===== src/rtl/square_wave_meter.sv =====
// Measures the high and low interval lengths of an asynchronous square wave in
// ticks of TICK_DIV clocks, reporting each completed high-then-low period.
module square_wave_meter #(
  parameter int unsigned TICK_DIV = 10,
  parameter int unsigned CW       = 8
) (
  input  logic          clk,
  input  logic          reset,
  input  logic          en,
  input  logic          in,
  output logic [CW-1:0] on_ticks,
  output logic [CW-1:0] off_ticks,
  output logic          valid,
  output logic          overflow,
  output logic          timeout
);

  localparam int unsigned   PW       = $clog2(TICK_DIV);
  localparam logic [PW-1:0] PRE_LAST = PW'(TICK_DIV - 1);
  localparam logic [CW-1:0] TICK_MAX = '1;

  typedef enum logic [1:0] {
    IDLE      = 2'd0,
    MEAS_HIGH = 2'd1,
    MEAS_LOW  = 2'd2
  } state_t;

  state_t        state;
  logic          sync1, in_s, in_d;
  logic [2:0]    fill;
  logic          rise, fall, edge_seen;
  logic [PW-1:0] pre, pre_nx;
  logic [CW-1:0] tick, tick_nx;
  logic [CW-1:0] hi_cap;
  logic          hi_ovf, have_hi;

  // Input synchronizer and edge-detect delay; runs regardless of en.
  always_ff @(posedge clk or posedge reset) begin
    if (reset) begin
      sync1 <= 1'b0;
      in_s  <= 1'b0;
      in_d  <= 1'b0;
      fill  <= '0;
    end else begin
      sync1 <= in;
      in_s  <= sync1;
      in_d  <= in_s;
      fill  <= {fill[1:0], 1'b1};
    end
  end

  // Chain contents straight after reset are not real samples of in; edges
  // are only trusted once in_d holds a genuine sample.
  assign rise      = fill[2] & in_s & ~in_d;
  assign fall      = fill[2] & ~in_s & in_d;
  assign edge_seen = rise | fall;

  always_comb begin
    pre_nx  = pre + PW'(1);
    tick_nx = tick;
    if (pre == PRE_LAST) begin
      pre_nx  = '0;
      tick_nx = (tick == TICK_MAX) ? tick : tick + CW'(1);
    end
  end

  always_ff @(posedge clk or posedge reset) begin
    if (reset) begin
      state     <= IDLE;
      pre       <= '0;
      tick      <= '0;
      hi_cap    <= '0;
      hi_ovf    <= 1'b0;
      have_hi   <= 1'b0;
      on_ticks  <= '0;
      off_ticks <= '0;
      valid     <= 1'b0;
      overflow  <= 1'b0;
      timeout   <= 1'b0;
    end else begin
      valid <= 1'b0;
      if (!en) begin
        state   <= IDLE;
        have_hi <= 1'b0;
        pre     <= '0;
        tick    <= '0;
        timeout <= 1'b0;
      end else begin
        // The edge cycle itself is clock 1 of the new level.
        if (edge_seen) begin
          pre     <= PW'(1);
          tick    <= '0;
          timeout <= 1'b0;
        end else if (state == IDLE) begin
          pre     <= '0;
          tick    <= '0;
          timeout <= 1'b0;
        end else begin
          pre     <= pre_nx;
          tick    <= tick_nx;
          timeout <= (tick_nx == TICK_MAX);
        end

        case (state)
          IDLE: begin
            if (rise)      state <= MEAS_HIGH;
            else if (fall) state <= MEAS_LOW;
          end
          MEAS_HIGH: begin
            if (fall) begin
              hi_cap  <= tick;
              hi_ovf  <= (tick == TICK_MAX);
              have_hi <= 1'b1;
              state   <= MEAS_LOW;
            end
          end
          MEAS_LOW: begin
            if (rise) begin
              if (have_hi) begin
                on_ticks  <= hi_cap;
                off_ticks <= tick;
                overflow  <= hi_ovf | (tick == TICK_MAX);
                valid     <= 1'b1;
              end
              state <= MEAS_HIGH;
            end
          end
          default: state <= IDLE;
        endcase
      end
    end
  end

endmodule


===== config.mk =====
export PLATFORM = sky130hd
export DESIGN_NAME = square_wave_meter
export DESIGN_NICKNAME = d
export VERILOG_FILES = /design/src/rtl/square_wave_meter.sv
export SDC_FILE = /design/constraint.sdc
export NUM_CORES = 1
export LEC_CHECK = 0
export ABC_AREA = 1
export CORE_ASPECT_RATIO = 0.7
export CORE_MARGIN = 2
export CORE_UTILIZATION = 45
export DETAILED_ROUTE_END_ITERATION = 8
export PLACE_DENSITY = 0.77
export SYNTH_ARGS = -nofsm -noshare
export SYNTH_HDL_FRONTEND = slang
export SYNTH_SLANG_ARGS = --single-unit

===== constraint.sdc =====
create_clock -name clk -period 3 [get_ports clk]
set_input_delay 0.9 -clock clk [delete_from_list [all_inputs] [get_ports clk]]
set_output_delay 0.9 -clock clk [all_outputs]
set_load 0.02 [all_outputs]

-- Word level (Yosys, flattened, before mapping)
Index checks and enable logic that the tools add are counted.
Widths: inputs -> output; s select.
- add/sub/neg operators: 2
- bitwise gates (word level): 8
- equality and inequality tests: 8
- multiplexer cells: 24
- reduce and logical (&&, ||, !) cells: 4
- operators by type and width (cell ; number):
    $mux 8 ; 5
    $eq 8x8->1 const B ; 2
    $mux 4 ; 4
    $mux 1 ; 10
    $add 8x1->8 const B ; 1
    $mux 2 ; 4
    $pmux 2 s3 ; 1
    $add 4x1->4 const B ; 1
    $and 1x1->1 ; 4
    $eq 4x4->1 const B ; 1
    $ne 2x1->1 const B ; 2
    $reduce_and 4->1 ; 1
    $ne 3x3->1 const B ; 1
    $reduce_and 3->1 ; 1
    $eq 2x1->1 const B ; 1
    $eq 2x2->1 const B ; 1
    $logic_not 2->1 ; 1
    $not 1->1 ; 2
    $or 1x1->1 ; 2
    $reduce_and 2->1 ; 1
- input bits: 4
- register bits: 49
- logic and storage cells: 61

-- Longest topological paths before layout
- depth in word-level cells: 7
- gate-level depth with buffers: 11
- gate-level depth less buffers: 11

-- Worst setup path before layout
Ideal clock, no wire load.
- kind: input -> register
- start: input en
- end: register off_ticks[7]
- required time: 2.875 ns
- buffers on the path: 1
- cell stages on the path: 6
- setup slack: 1.351 ns
- arrival: 1.524 ns
- library setup time: 0.125 ns
- cells stage by stage: nand2_1 nor3_2 inv_1 buf_2 nand2_1 o21ai_1
- longest elaborated chain between the ends: 1
- ends and longest elaborated chain (item ; RTL line ; source):
    start: declaration ; 9 ; input logic en,
    $reduce_and 4->1 (no line) ; -- ;
    end signal: assignment ; 121 ; off_ticks <= tick;
    end: declaration ; 12 ; output logic [CW-1:0] off_ticks,
Every way passes these cells.
A chain may end at the register's enable or synchronous reset.

-- Worst setup path in the final report
- start: register off_ticks[2]
- end: output off_ticks[2]
No word-level cell between the ends.

==> results.md <==
* Worst EP required at 2.10 ns
* Die Y at 61.4 um
* Routing usage on met2 at 0.245
* Drt drc at 0
* Initial Utilization at 0.478
* Vias per inst at 4.83
* Peak supply drop at 0.226 mV
* Post-Route Skew at 0.0120 ns
* Filler instances at 404
* Met3 GRT Util at 0.0362
* Hold crit path type: reg2reg
* Global-route wire length before repair at 6.44 mm
* RSZ-0062 raised after global routing: no
* Placed inst area at 2400 sq um
* Max Clk Rate at 0.458 GHz
* CTS H-tree depth at 2
* Initial DRC count at 56
* Met1 usage at 0.231
* # rows at 20
* Final Cycle Share at 0.728
* Num CTS Buffers at 5
* Die area at 5280 sq um
* Initial antenna violation count at 0
* CTS tree: built
* Final wirelength at 3.76 mm
* Tmin final at 2.18 ns
* Final ANT Viol Nets at 0
* Pleak at 0.00122 uW
* CP max stage cell: clkdlybuf4s50_1
* Worst setup margin at 0.817 ns
* Cell breakdown of the critical path: clkdlybuf4s50_1
* DR WL/cell at 12.0 um
* CP delay by family, top: buffers and inverters
* Vias in the first global route at 1408
* MaxCap Viol Count at 0
* Syn Area/Cell at 9.12 sq um
* Worst setup EP type: output port
* Syn nets at 239
* Post-CTS Setup Bufs at 0
* Port bufs at 22
* Worst slew pin tran at 0.704 ns
* Clk sinks at 49
* Nets at 265
* Ant. Diodes at 0
* CP max stage delay at 0.61 ns
* Synthesis-to-layout area growth at 17.3%
* DP Wirelength at 2.81 mm
* Most frequent cells in the layout: 70 x nand2_1, 49 x dfrtp_1, 24 x inv_1, 22 x clkdlybuf4s50_1, 21 x nor2_1
* Worst EP arrival at 1.28 ns
* Hold_buf cts at 0
* # resized after CTS at 0
* Syn Std Cell Area at 2120 sq um
* I/O pin count at 23
* GR Util All Layers at 0.162
* Core Footprint at 4430 sq um
* Non-Filler Instances at 313
* Run status: completed
* Dpl ws at 0.488 ns
* Total placed cells including tap cells at 306
* Tot Pwr at 1080 uW
* Slew headroom at 0.530
* Die Wd at 86.0 um
* Total gr overflow at 0
* Design area at 2480 sq um
* Final Hold Viols at 0
* Synth unique cells at 27
* Largest net degree at the start of global routing at 26
* YS warnings at 0
* CP Buf/Inv Count at 1
* Layout cells sized above 1 at 0.0814
* Worst-skew pair later-pin latency at 0.30 ns
* Setup violations, final at 0
* CP startpoint kind: flop
* Placer Congestion at 0.851
* Worst Path Max Fanout at 2
* Gate Count Post-Synth at 232
* Most common cell after layout, fill and taps aside: nand2_1
* Setup TNS at 0 ns
* First-pass detailed-route iteration total at 4
* CTS root buf: clkbuf_8
* Layer with the highest usage: met2
* Slew Limit Fails at 0
* Via count at 1511
* Clock edge transition at the registers on the reported setup and hold paths at 0.09 ns
* Register area share after synthesis at 0.580
* Critical path type: reg2out
* Max Root-Sink Buffers at 2
* #FFs+latches synth at 49
* P per Cell Area at 434 nW/um^2
## path summary, 6_finish.rpt
| path | startpoint | to | slack [ns] | cells past startpoint |
|---|---|---|---|---|
| max in group asynchronous | reset | tick[2]$_DFF_PP0_ | 1.52 | 3 |
| worst min-delay path | fill[0]$_DFF_PP0_ | fill[1]$_DFF_PP0_ | 0.36 | 0 |
| worst max-delay path | off_ticks[2]$_DFFE_PP0P_ | off_ticks[2] | 0.82 | 1 |
| min in group asynchronous | reset | have_hi$_DFFE_PP0P_ | 0.96 | 2 |
| worst min register to register | fill[0]$_DFF_PP0_ | fill[1]$_DFF_PP0_ | 0.36 | 0 |
| worst max register to register | pre[1]$_DFF_PP0_ | timeout$_DFF_PP0_ | 1.25 | 10 |
## cell type report
cell class	count	area, sq um	share of cell area
Clock buffer	6	72.6	0.0292
Clock inverter	1	8.76	0.00353
Inverter	25	93.8	0.0378
Multi-Input combinational cell	153	763	0.308
Sequential cell	49	1230	0.494
Tap cell	55	68.8	0.0277
Timing Repair Buffer	24	248	0.0998
## registers in the layout, summed over array words and instances, names as in the netlist
signal,flops
fill,3
state,2
on_ticks,8
in_d,1
pre,4
have_hi,1
hi_ovf,1
off_ticks,8
sync1,1
valid,1
tick,8
in_s,1
hi_cap,8
timeout,1
overflow,1
## routing by layer
layer	up-vias	part of all wire
li1	777	-
met2	33	0.41
met3	6	0.048
met1	695	0.52
met4	0	0.018
met5	-	0
## kinds of logic after synthesis
logic type               Yosys count  synth area share
other                              1           0.00177
flip-flops                        49             0.580
XOR/XNOR                           4            0.0201
adder cells (fa/ha/maj)            3            0.0177
AND/OR/NAND/NOR                  123             0.267
buffers and inverters             30            0.0597
AO/OA/AOI/OAI                     22            0.0538
## worst reg2reg max path: stages, from the launching register on
cell     delay [ns]
dfrtp_1        0.40
inv_1          0.06
ha_1           0.16
nand2_1        0.07
nor2_2         0.41
nand3_1        0.13
nand2_1        0.08
nand3_1        0.10
nor2_1         0.13
nand2_1        0.06
nor2_1         0.08
## Yosys cell counts (all sizes together)
library cell | n | area share
nor3 | 1 | 0.0047
nor2 | 25 | 0.058
inv | 25 | 0.044
conb | 1 | 0.0018
xnor2 | 2 | 0.0083
nand3 | 19 | 0.050
ha | 3 | 0.018
and2 | 1 | 0.0030
nand2 | 74 | 0.14
nand4 | 3 | 0.0089
a21oi | 3 | 0.0071
xor2 | 2 | 0.012
a31oi | 1 | 0.0030
buf | 3 | 0.0071
o31ai | 1 | 0.0035
o21ai | 17 | 0.040
clkbuf | 2 | 0.0083
dfrtp | 49 | 0.58
## report_power, final
group	total, uW	leakage (uW)	switching, uW	internal [uW]
combinational	36.8	0.000510	25.4	11.4
clock	369	0.0000412	207	162
sequential	671	0.000669	3.93	667
total	1080	0.00122	236	840
## through the flow
| stage | utilization | hold slack (ns) |
|---|---|---|
| floorplan | - | 0.331 |
| global placement | 0.542 | 0.332 |
| detailed placement | 0.542 | 0.336 |
| CTS | 0.560 | 0.356 |
| global route | 0.560 | 0.375 |
| finish | 0.560 | 0.357 |
No activity file was read; power rests on OpenSTA's default activity.
